## src/rtl/riscv_configs.v

```verilog
// riscv_configs.v -- shared datapath width and load funct3 encodings.
// Included by every file of the writeback slice unless NOINC is defined.
`ifndef RISCV_CONFIGS_V
`define RISCV_CONFIGS_V

`define XLEN 32

`define LB  3'b000
`define LH  3'b001
`define LW  3'b010
`define LBU 3'b100
`define LHU 3'b101

`endif

```

## src/rtl/riscv_wb_stage_pkg.sv

```systemverilog
// riscv_wb_stage_pkg -- types and helpers shared by the writeback stage.
`ifndef NOINC
`include "riscv_configs.v"
`endif

package riscv_wb_stage_pkg;

    localparam int XLEN     = `XLEN;
    localparam int NUM_REGS = 32;

    typedef logic [4:0]          reg_addr_t;
    typedef logic [XLEN-1:0]     xlen_t;
    typedef logic [NUM_REGS-1:0] reg_mask_t;

    // One register-file write port beat.
    typedef struct packed {
        xlen_t     data;
        reg_addr_t addr;
        logic      wen;
    } rf_write_t;

    // One-hot register mask, all zero when en is low.
    function automatic reg_mask_t reg_onehot(input logic en, input reg_addr_t addr);
        reg_onehot = '0;
        if (en) reg_onehot[addr] = 1'b1;
    endfunction

endpackage

```

## src/rtl/riscv_wb_stage_if.sv

```systemverilog
// riscv_wb_stage_if -- bundle of all writeback-stage signals except clock and reset.
// master = execute/LSU/decode side, slave = the writeback stage itself.
`ifndef NOINC
`include "riscv_configs.v"
`endif

interface riscv_wb_stage_if;
    import riscv_wb_stage_pkg::*;

    logic      i_wb_alu_valid;
    logic      o_wb_alu_ready;
    reg_addr_t i_wb_alu_rd_addr;
    xlen_t     i_wb_alu_data;

    logic      i_wb_ld_issue;
    reg_addr_t i_wb_ld_issue_rd_addr;

    logic      i_wb_ld_rsp_valid;
    xlen_t     i_wb_ld_rsp_data;
    logic [2:0] i_wb_ld_rsp_funct3;
    logic [1:0] i_wb_ld_rsp_byte_offset;
    reg_addr_t i_wb_ld_rsp_rd_addr;

    xlen_t     o_regfile_rd_data;
    reg_addr_t o_regfile_rd_addr;
    logic      o_regfile_rd_wen;

    reg_addr_t i_wb_rs1_addr;
    reg_addr_t i_wb_rs2_addr;
    logic      o_wb_rs1_busy;
    logic      o_wb_rs2_busy;

    logic      o_wb_ld_pending;
    logic      o_wb_err;

    modport master (
        output i_wb_alu_valid, i_wb_alu_rd_addr, i_wb_alu_data,
        output i_wb_ld_issue, i_wb_ld_issue_rd_addr,
        output i_wb_ld_rsp_valid, i_wb_ld_rsp_data, i_wb_ld_rsp_funct3,
        output i_wb_ld_rsp_byte_offset, i_wb_ld_rsp_rd_addr,
        output i_wb_rs1_addr, i_wb_rs2_addr,
        input  o_wb_alu_ready, o_regfile_rd_data, o_regfile_rd_addr, o_regfile_rd_wen,
        input  o_wb_rs1_busy, o_wb_rs2_busy, o_wb_ld_pending, o_wb_err
    );

    modport slave (
        input  i_wb_alu_valid, i_wb_alu_rd_addr, i_wb_alu_data,
        input  i_wb_ld_issue, i_wb_ld_issue_rd_addr,
        input  i_wb_ld_rsp_valid, i_wb_ld_rsp_data, i_wb_ld_rsp_funct3,
        input  i_wb_ld_rsp_byte_offset, i_wb_ld_rsp_rd_addr,
        input  i_wb_rs1_addr, i_wb_rs2_addr,
        output o_wb_alu_ready, o_regfile_rd_data, o_regfile_rd_addr, o_regfile_rd_wen,
        output o_wb_rs1_busy, o_wb_rs2_busy, o_wb_ld_pending, o_wb_err
    );

endinterface

```

## src/rtl/riscv_wb_stage_load_ext.sv

```systemverilog
// riscv_load_ext -- combinational load lane select and sign/zero extension.
// Unknown funct3 yields zero data and raises illegal.
`ifndef NOINC
`include "riscv_configs.v"
`endif

module riscv_load_ext
    import riscv_wb_stage_pkg::*;
(
    input  xlen_t      word,
    input  logic [2:0] funct3,
    input  logic [1:0] offset,
    output xlen_t      data,
    output logic       illegal
);

    logic [7:0]  byte_sel;
    logic [15:0] half_sel;

    // Pick the addressed byte lane; halfwords only look at offset[1].
    always_comb begin
        case (offset)
            2'd0:    byte_sel = word[7:0];
            2'd1:    byte_sel = word[15:8];
            2'd2:    byte_sel = word[23:16];
            default: byte_sel = word[31:24];
        endcase
        half_sel = offset[1] ? word[31:16] : word[15:0];
    end

    // Extend the selected lane according to the load type.
    always_comb begin
        // NOTE: defaults first so every path assigns every output and no latch is inferred.
        data    = '0;
        illegal = 1'b0;
        case (funct3)
            `LB:     data = {{(XLEN-8){byte_sel[7]}}, byte_sel};
            `LH:     data = {{(XLEN-16){half_sel[15]}}, half_sel};
            `LW:     data = word;
            `LBU:    data = {{(XLEN-8){1'b0}}, byte_sel};
            `LHU:    data = {{(XLEN-16){1'b0}}, half_sel};
            default: illegal = 1'b1;
        endcase
    end

endmodule

```

## src/rtl/riscv_wb_stage.sv

```systemverilog
// riscv_wb_stage -- writeback arbiter (load over ALU), registered register-file
// write port, load scoreboard and sticky error flag.
// Optional macro RISCV_WB_SB_BYPASS_EN: a load response clears the queried busy
// bit combinationally in the same cycle instead of one cycle later.
`ifndef NOINC
`include "riscv_configs.v"
`endif

module riscv_wb_stage
    import riscv_wb_stage_pkg::*;
(
    input  logic            i_clk,
    input  logic            i_rst,
    riscv_wb_stage_if.slave wb
);

    xlen_t     ld_data;
    logic      ld_illegal;
    logic      alu_xfer;
    reg_mask_t busy_q;
    reg_mask_t clr_mask;
    reg_mask_t set_mask;
    reg_mask_t busy_after_clr;
    reg_mask_t busy_d;
    logic      rsp_orphan;
    logic      issue_conflict;
    logic      err_q;
    logic      rs1_bypass;
    logic      rs2_bypass;
    rf_write_t rf_q;
    rf_write_t rf_d;

    riscv_load_ext u_load_ext (
        .word    (wb.i_wb_ld_rsp_data),
        .funct3  (wb.i_wb_ld_rsp_funct3),
        .offset  (wb.i_wb_ld_rsp_byte_offset),
        .data    (ld_data),
        .illegal (ld_illegal)
    );

    // Load responses cannot be stalled, so they always win the write port.
    assign wb.o_wb_alu_ready = !wb.i_wb_ld_rsp_valid;
    assign alu_xfer          = wb.i_wb_alu_valid && !wb.i_wb_ld_rsp_valid;

    // Clear is applied before set so a same-cycle re-issue to the same rd stays busy;
    // issue conflicts are therefore judged against the post-clear state.
    assign clr_mask       = reg_onehot(wb.i_wb_ld_rsp_valid, wb.i_wb_ld_rsp_rd_addr);
    assign set_mask       = reg_onehot(wb.i_wb_ld_issue, wb.i_wb_ld_issue_rd_addr);
    assign busy_after_clr = busy_q & ~clr_mask;
    assign busy_d         = (busy_after_clr | set_mask) & ~reg_mask_t'(1);

    assign rsp_orphan     = wb.i_wb_ld_rsp_valid && (wb.i_wb_ld_rsp_rd_addr != '0)
                            && !busy_q[wb.i_wb_ld_rsp_rd_addr];
    assign issue_conflict = wb.i_wb_ld_issue && busy_after_clr[wb.i_wb_ld_issue_rd_addr];

    // Select the next register-file beat; wen drops when nothing transfers.
    always_comb begin
        rf_d     = rf_q;
        rf_d.wen = 1'b0;
        if (wb.i_wb_ld_rsp_valid) begin
            rf_d = '{data: ld_data, addr: wb.i_wb_ld_rsp_rd_addr,
                     wen: (wb.i_wb_ld_rsp_rd_addr != '0)};
        end else if (alu_xfer) begin
            rf_d = '{data: wb.i_wb_alu_data, addr: wb.i_wb_alu_rd_addr,
                     wen: (wb.i_wb_alu_rd_addr != '0)};
        end
    end

    // Register the write port, scoreboard and sticky error flag.
    always_ff @(posedge i_clk) begin
        // NOTE: non-blocking assignments keep every flop sampling pre-edge values.
        if (i_rst) begin
            rf_q   <= '0;
            busy_q <= '0;
            err_q  <= 1'b0;
        end else begin
            rf_q   <= rf_d;
            busy_q <= busy_d;
            if ((wb.i_wb_ld_rsp_valid && ld_illegal) || rsp_orphan || issue_conflict)
                err_q <= 1'b1;
        end
    end

`ifdef RISCV_WB_SB_BYPASS_EN
    assign rs1_bypass = wb.i_wb_ld_rsp_valid && (wb.i_wb_ld_rsp_rd_addr == wb.i_wb_rs1_addr);
    assign rs2_bypass = wb.i_wb_ld_rsp_valid && (wb.i_wb_ld_rsp_rd_addr == wb.i_wb_rs2_addr);
`else
    assign rs1_bypass = 1'b0;
    assign rs2_bypass = 1'b0;
`endif

    // Bit 0 is never set, so x0 queries read zero without a special case.
    assign wb.o_wb_rs1_busy     = busy_q[wb.i_wb_rs1_addr] && !rs1_bypass;
    assign wb.o_wb_rs2_busy     = busy_q[wb.i_wb_rs2_addr] && !rs2_bypass;
    assign wb.o_wb_ld_pending   = |busy_q;
    assign wb.o_wb_err          = err_q;
    assign wb.o_regfile_rd_data = rf_q.data;
    assign wb.o_regfile_rd_addr = rf_q.addr;
    assign wb.o_regfile_rd_wen  = rf_q.wen;

endmodule

```

## src/flat_wrapper.sv

```systemverilog
// flat-port wrapper written by rule: the top's interface ports become plain ports
module riscv_wb_stage_flat import riscv_wb_stage_pkg::*;
  (i_clk, i_rst, wb_i_wb_alu_valid, wb_i_wb_alu_rd_addr, wb_i_wb_alu_data, wb_i_wb_ld_issue, wb_i_wb_ld_issue_rd_addr, wb_i_wb_ld_rsp_valid, wb_i_wb_ld_rsp_data, wb_i_wb_ld_rsp_funct3, wb_i_wb_ld_rsp_byte_offset, wb_i_wb_ld_rsp_rd_addr, wb_i_wb_rs1_addr, wb_i_wb_rs2_addr, wb_o_wb_alu_ready, wb_o_regfile_rd_data, wb_o_regfile_rd_addr, wb_o_regfile_rd_wen, wb_o_wb_rs1_busy, wb_o_wb_rs2_busy, wb_o_wb_ld_pending, wb_o_wb_err);
  riscv_wb_stage_if wb_i ();
  input  logic i_clk;
  input  logic i_rst;
  input wire logic [$bits(wb_i.i_wb_alu_valid)-1:0] wb_i_wb_alu_valid;
  input wire logic [$bits(wb_i.i_wb_alu_rd_addr)-1:0] wb_i_wb_alu_rd_addr;
  input wire logic [$bits(wb_i.i_wb_alu_data)-1:0] wb_i_wb_alu_data;
  input wire logic [$bits(wb_i.i_wb_ld_issue)-1:0] wb_i_wb_ld_issue;
  input wire logic [$bits(wb_i.i_wb_ld_issue_rd_addr)-1:0] wb_i_wb_ld_issue_rd_addr;
  input wire logic [$bits(wb_i.i_wb_ld_rsp_valid)-1:0] wb_i_wb_ld_rsp_valid;
  input wire logic [$bits(wb_i.i_wb_ld_rsp_data)-1:0] wb_i_wb_ld_rsp_data;
  input wire logic [$bits(wb_i.i_wb_ld_rsp_funct3)-1:0] wb_i_wb_ld_rsp_funct3;
  input wire logic [$bits(wb_i.i_wb_ld_rsp_byte_offset)-1:0] wb_i_wb_ld_rsp_byte_offset;
  input wire logic [$bits(wb_i.i_wb_ld_rsp_rd_addr)-1:0] wb_i_wb_ld_rsp_rd_addr;
  input wire logic [$bits(wb_i.i_wb_rs1_addr)-1:0] wb_i_wb_rs1_addr;
  input wire logic [$bits(wb_i.i_wb_rs2_addr)-1:0] wb_i_wb_rs2_addr;
  output wire logic [$bits(wb_i.o_wb_alu_ready)-1:0] wb_o_wb_alu_ready;
  output wire logic [$bits(wb_i.o_regfile_rd_data)-1:0] wb_o_regfile_rd_data;
  output wire logic [$bits(wb_i.o_regfile_rd_addr)-1:0] wb_o_regfile_rd_addr;
  output wire logic [$bits(wb_i.o_regfile_rd_wen)-1:0] wb_o_regfile_rd_wen;
  output wire logic [$bits(wb_i.o_wb_rs1_busy)-1:0] wb_o_wb_rs1_busy;
  output wire logic [$bits(wb_i.o_wb_rs2_busy)-1:0] wb_o_wb_rs2_busy;
  output wire logic [$bits(wb_i.o_wb_ld_pending)-1:0] wb_o_wb_ld_pending;
  output wire logic [$bits(wb_i.o_wb_err)-1:0] wb_o_wb_err;
  assign wb_i.i_wb_alu_valid = wb_i_wb_alu_valid;
  assign wb_i.i_wb_alu_rd_addr = wb_i_wb_alu_rd_addr;
  assign wb_i.i_wb_alu_data = wb_i_wb_alu_data;
  assign wb_i.i_wb_ld_issue = wb_i_wb_ld_issue;
  assign wb_i.i_wb_ld_issue_rd_addr = wb_i_wb_ld_issue_rd_addr;
  assign wb_i.i_wb_ld_rsp_valid = wb_i_wb_ld_rsp_valid;
  assign wb_i.i_wb_ld_rsp_data = wb_i_wb_ld_rsp_data;
  assign wb_i.i_wb_ld_rsp_funct3 = wb_i_wb_ld_rsp_funct3;
  assign wb_i.i_wb_ld_rsp_byte_offset = wb_i_wb_ld_rsp_byte_offset;
  assign wb_i.i_wb_ld_rsp_rd_addr = wb_i_wb_ld_rsp_rd_addr;
  assign wb_i.i_wb_rs1_addr = wb_i_wb_rs1_addr;
  assign wb_i.i_wb_rs2_addr = wb_i_wb_rs2_addr;
  assign wb_o_wb_alu_ready = wb_i.o_wb_alu_ready;
  assign wb_o_regfile_rd_data = wb_i.o_regfile_rd_data;
  assign wb_o_regfile_rd_addr = wb_i.o_regfile_rd_addr;
  assign wb_o_regfile_rd_wen = wb_i.o_regfile_rd_wen;
  assign wb_o_wb_rs1_busy = wb_i.o_wb_rs1_busy;
  assign wb_o_wb_rs2_busy = wb_i.o_wb_rs2_busy;
  assign wb_o_wb_ld_pending = wb_i.o_wb_ld_pending;
  assign wb_o_wb_err = wb_i.o_wb_err;
  riscv_wb_stage u_core (.i_clk(i_clk), .i_rst(i_rst), .wb(wb_i));
endmodule
```

## config.mk

```make
export PLATFORM = sky130hd
export DESIGN_NAME = riscv_wb_stage_flat
export DESIGN_NICKNAME = d
export VERILOG_FILES = /design/src/rtl/riscv_wb_stage_pkg.sv /design/src/rtl/riscv_wb_stage_if.sv /design/src/rtl/riscv_wb_stage_load_ext.sv /design/src/rtl/riscv_wb_stage.sv /design/src/flat_wrapper.sv
export VERILOG_INCLUDE_DIRS = /design/src /design/src/rtl
export SDC_FILE = /design/constraint.sdc
export NUM_CORES = 1
export LEC_CHECK = 0
export BUFFER_PORTS_ARGS = -buffer_cell sky130_fd_sc_hd__buf_2
export CORE_UTILIZATION = 58
export CTS_CLUSTER_DIAMETER = 60
export CTS_CLUSTER_SIZE = 25
export DETAILED_ROUTE_END_ITERATION = 8
export GPL_ROUTABILITY_DRIVEN = 0
export HOLD_SLACK_MARGIN = 0.05
export PLACE_DENSITY = 0.95
export SYNTH_ARGS = -nofsm -noshare
export SYNTH_HDL_FRONTEND = slang
export SYNTH_HIERARCHICAL = 1
export SYNTH_SLANG_ARGS = --single-unit
```

## constraint.sdc

```tcl
create_clock -name i_clk -period 6.7 [get_ports i_clk]
set_clock_uncertainty 0.2 [all_clocks]
set_input_delay 1.34 -clock i_clk [delete_from_list [all_inputs] [get_ports i_clk]]
set_output_delay 1.34 -clock i_clk [all_outputs]
set_load 0.02 [all_outputs]
```

==> results_dict.tcl <==
set metrics [dict create \
    netlist-cell-type-count 66 \
    seq_area_frac_synth 0.257 \
    number_of_buffers_added_to_fix_hold_violations_after_cts 0 \
    tritoncts "built" \
    worst_slew_pin_slew_ns 1.09 \
    cts.sink_count 70 \
    result_of_the_run "finished, final reports clean" \
    fraction_of_post_synthesis_cell_area_in_the_top_cell_type_by_area 0.257 \
    first_global_vias 5685 \
    min_path_type "reg2reg" \
    floorplan.initialDensity 0.613 \
    design.die.area_um2 9780 \
    drive_above_1_share 0.289 \
    timing.final.hold_violations 0 \
    route.detailed.drc 0 \
    maxCapViolCount 0 \
    drt_pre_antenna_iters 8 \
    cts-buffers-inserted 9 \
    yosysWarnings 6 \
    critPathMaxFanout 9 \
    netlist_top_cells_area "sky130_fd_sc_hd__dfxtp_1 26%, sky130_fd_sc_hd__mux4_2 12%, sky130_fd_sc_hd__mux2i_1 11%" \
    number_of_nets_produced_by_synthesis 752 \
    floorplan.die.width_um 98.9 \
    antenna_cell_count 0 \
    routed_via_density 7.14 \
    required_ns 5.16 \
    htreeDepth 3 \
    die_span_y_um 98.9 \
    cp-start-kind "input pin" \
    grt_first_pass_wirelength_um 28300 \
    final.setup.tns_ns 0 \
    syn_avg_cell_area_um2 8.34 \
    highest-signal-layer "met4" \
    clk_path_buf_depth 2 \
    synthesized_instance_count 653 \
    rows 34 \
    slew_headroom 0.271 \
    synth.most_common_cell "sky130_fd_sc_hd__nor2_1" \
    drtIter0Drc 1068 \
    design.portCount 142 \
    vdd_drop_max_v 0.0000983 \
    cts_post_setup_buffers_inserted 0 \
    vias 6091 \
    post_synthesis_cell_area_um2 5450 \
    antenna_violating_nets_post_route 0 \
    route.final.wire_length_um 17800 \
    yosys_register_bits 70 \
    reg2regPathDepth 6 \
    synth-edff-count 0 \
    worst_hold_path.num_cells 2 \
    cts.clk_slew.worst_paths_ns 0.07 \
    total_power_mw 1.12 \
    post_synth_arst_share 0 \
    clock_insertion_delay_worst_skew_ns 0.36 \
    synth_top_area_cell "sky130_fd_sc_hd__dfxtp_1" \
    nNetsFinal 839 \
    wl_met2_um 7860 \
    crit_arrival_ns 3.07 \
    min_period_ns 4.61 \
    grt_setup_unrepaired "false" \
    grt.total_usage 0.369 \
    met1_length_um 6220 \
    synth_common_cells "87 x sky130_fd_sc_hd__nor2_1, 71 x sky130_fd_sc_hd__a21oi_1, 70 x sky130_fd_sc_hd__dfxtp_1" \
    globalRouteOverflowTotal 0 \
    crit_type "in2out" \
    final.period_utilization 0.688 \
    post-dp-hpwl_um 12400 \
    area_overhead_of_the_layout_relative_to_synthesis_pct 13.8 \
    floorplan.core_area_um2 8890 \
    maximum_operating_frequency_mhz 217 \
    buffer_ports.inserted 141 \
    routed_len_inst_um 20.9 \
    post_cts_resize_count 0 \
    grt_antenna_before_repair 0 \
    critical_path.endpoint_type "output port" \
    grt_max_degree 72 \
    fillerInstances 636 \
    detailroute.wirelength.met3_um 2420 \
    yosys_most_used_dff "sky130_fd_sc_hd__dfxtp_1" \
    powerDensity_nw_per_um2 181 \
    drv_slew 0 \
    power_leakage_nw 2.59 \
    setup-violations-final 0 \
    ctsRootBufferMaster "sky130_fd_sc_hd__clkbuf_8" \
]
==> per-layer routing <==
layer | track usage | vias to the layer above
met4 | 0.235 | 0
met3 | 0.120 | 180
li1 | - | 2612
met1 | 0.445 | 2698
met5 | 0 | -
met2 | 0.567 | 601
==> placed cells by master, fill, tap and decap left out, drive strengths merged, types with 5 or more instances in the layout <==
cell type / synthesis / final
buf: 36 / 143
nor2: 88 / 88
a21oi: 71 / 71
dfxtp: 70 / 70
mux2i: 60 / 60
nand2: 54 / 54
o21ai: 32 / 32
mux4: 28 / 28
nand3: 23 / 23
o211ai: 17 / 17
clkbuf: 31 / 13
mux2: 10 / 10
nor4: 9 / 9
nor2b: 9 / 9
o31ai: 9 / 9
nand2b: 8 / 8
o221ai: 8 / 8
nor3b: 7 / 7
or2: 7 / 7
nand4: 6 / 6
and3b: 5 / 5
==> flip-flops by register name, summed over array words and instances (netlist names) <==
name / flops
u_core/wb.o_regfile_rd_data: 32
u_core/wb.o_regfile_rd_addr: 5
u_core/wb.o_wb_err: 1
u_core/wb.o_regfile_rd_wen: 1
u_core/busy_q: 31
==> worst paths after layout <==
check / slack, ns / to / start
min: 0.34 / u_core/wb.o_wb_err$_SDFFE_PP0P_ / u_core/wb.o_wb_err$_SDFFE_PP0P_
max: 2.09 / wb_o_wb_rs1_busy / wb_i_wb_rs1_addr[0]
min reg2reg: 0.34 / u_core/wb.o_wb_err$_SDFFE_PP0P_ / u_core/wb.o_wb_err$_SDFFE_PP0P_
max reg2reg: 4.45 / u_core/wb.o_wb_err$_SDFFE_PP0P_ / u_core/busy_q[12]$_SDFF_PP0_
==> power breakdown <==
group / internal [mW] / leakage [nW] / switching (mW)
registers: 0.434 / 0.571 / 0.0127
clock network: 0.240 / 0.120 / 0.165
logic: 0.106 / 1.90 / 0.167
total: 0.780 / 2.59 / 0.345
==> cells by family (layout without fill, tap and decap cells) <==
| group | after synthesis | after routing | share of synthesized area |
|---|---|---|---|
| and+or+nand+nor | 240 | 240 | 0.219 |
| AOI/OAI and AO/OA | 174 | 174 | 0.211 |
| buffers and inverters | 70 | 162 | 0.0641 |
| DFF | 70 | 70 | 0.257 |
| xor gates and xnor gates | 1 | 1 | 0.00161 |
| muxes | 98 | 98 | 0.247 |
==> through the flow <==
step | worst slack [ns] | instance area, um^2 | std cells | hold slack, ns | utilization
detailed placement | 2.11 | 5970 | 837 | 0.317 | 0.671
CTS | 2.10 | 6200 | 853 | 0.336 | 0.697
floorplan | 2.30 | 5450 | 653 | 0.290 | -
global placement | 2.19 | 5970 | 837 | 0.314 | 0.671
finish | 2.09 | 6200 | 853 | 0.342 | 0.697
global route | 1.96 | 6200 | 853 | 0.345 | 0.697
==> critical path, stage by stage <==
cell	delay, ns
sky130_fd_sc_hd__buf_2	0.24
sky130_fd_sc_hd__mux4_2	0.55
sky130_fd_sc_hd__mux4_2	0.51
sky130_fd_sc_hd__mux2_2	0.27
sky130_fd_sc_hd__buf_2	0.16
==> area by class of cell <==
class	instances	area (um^2)	share of cell area
clock buffers	13	169	0.0272
repair buffers	143	721	0.116
well taps	108	135	0.0218
inverters	3	11.3	0.00182
clock inverters	3	65.1	0.0105
flip-flops and latches	70	1400	0.226
multi-input cells	513	3700	0.596
No activity file was read; power rests on OpenSTA's default activity.
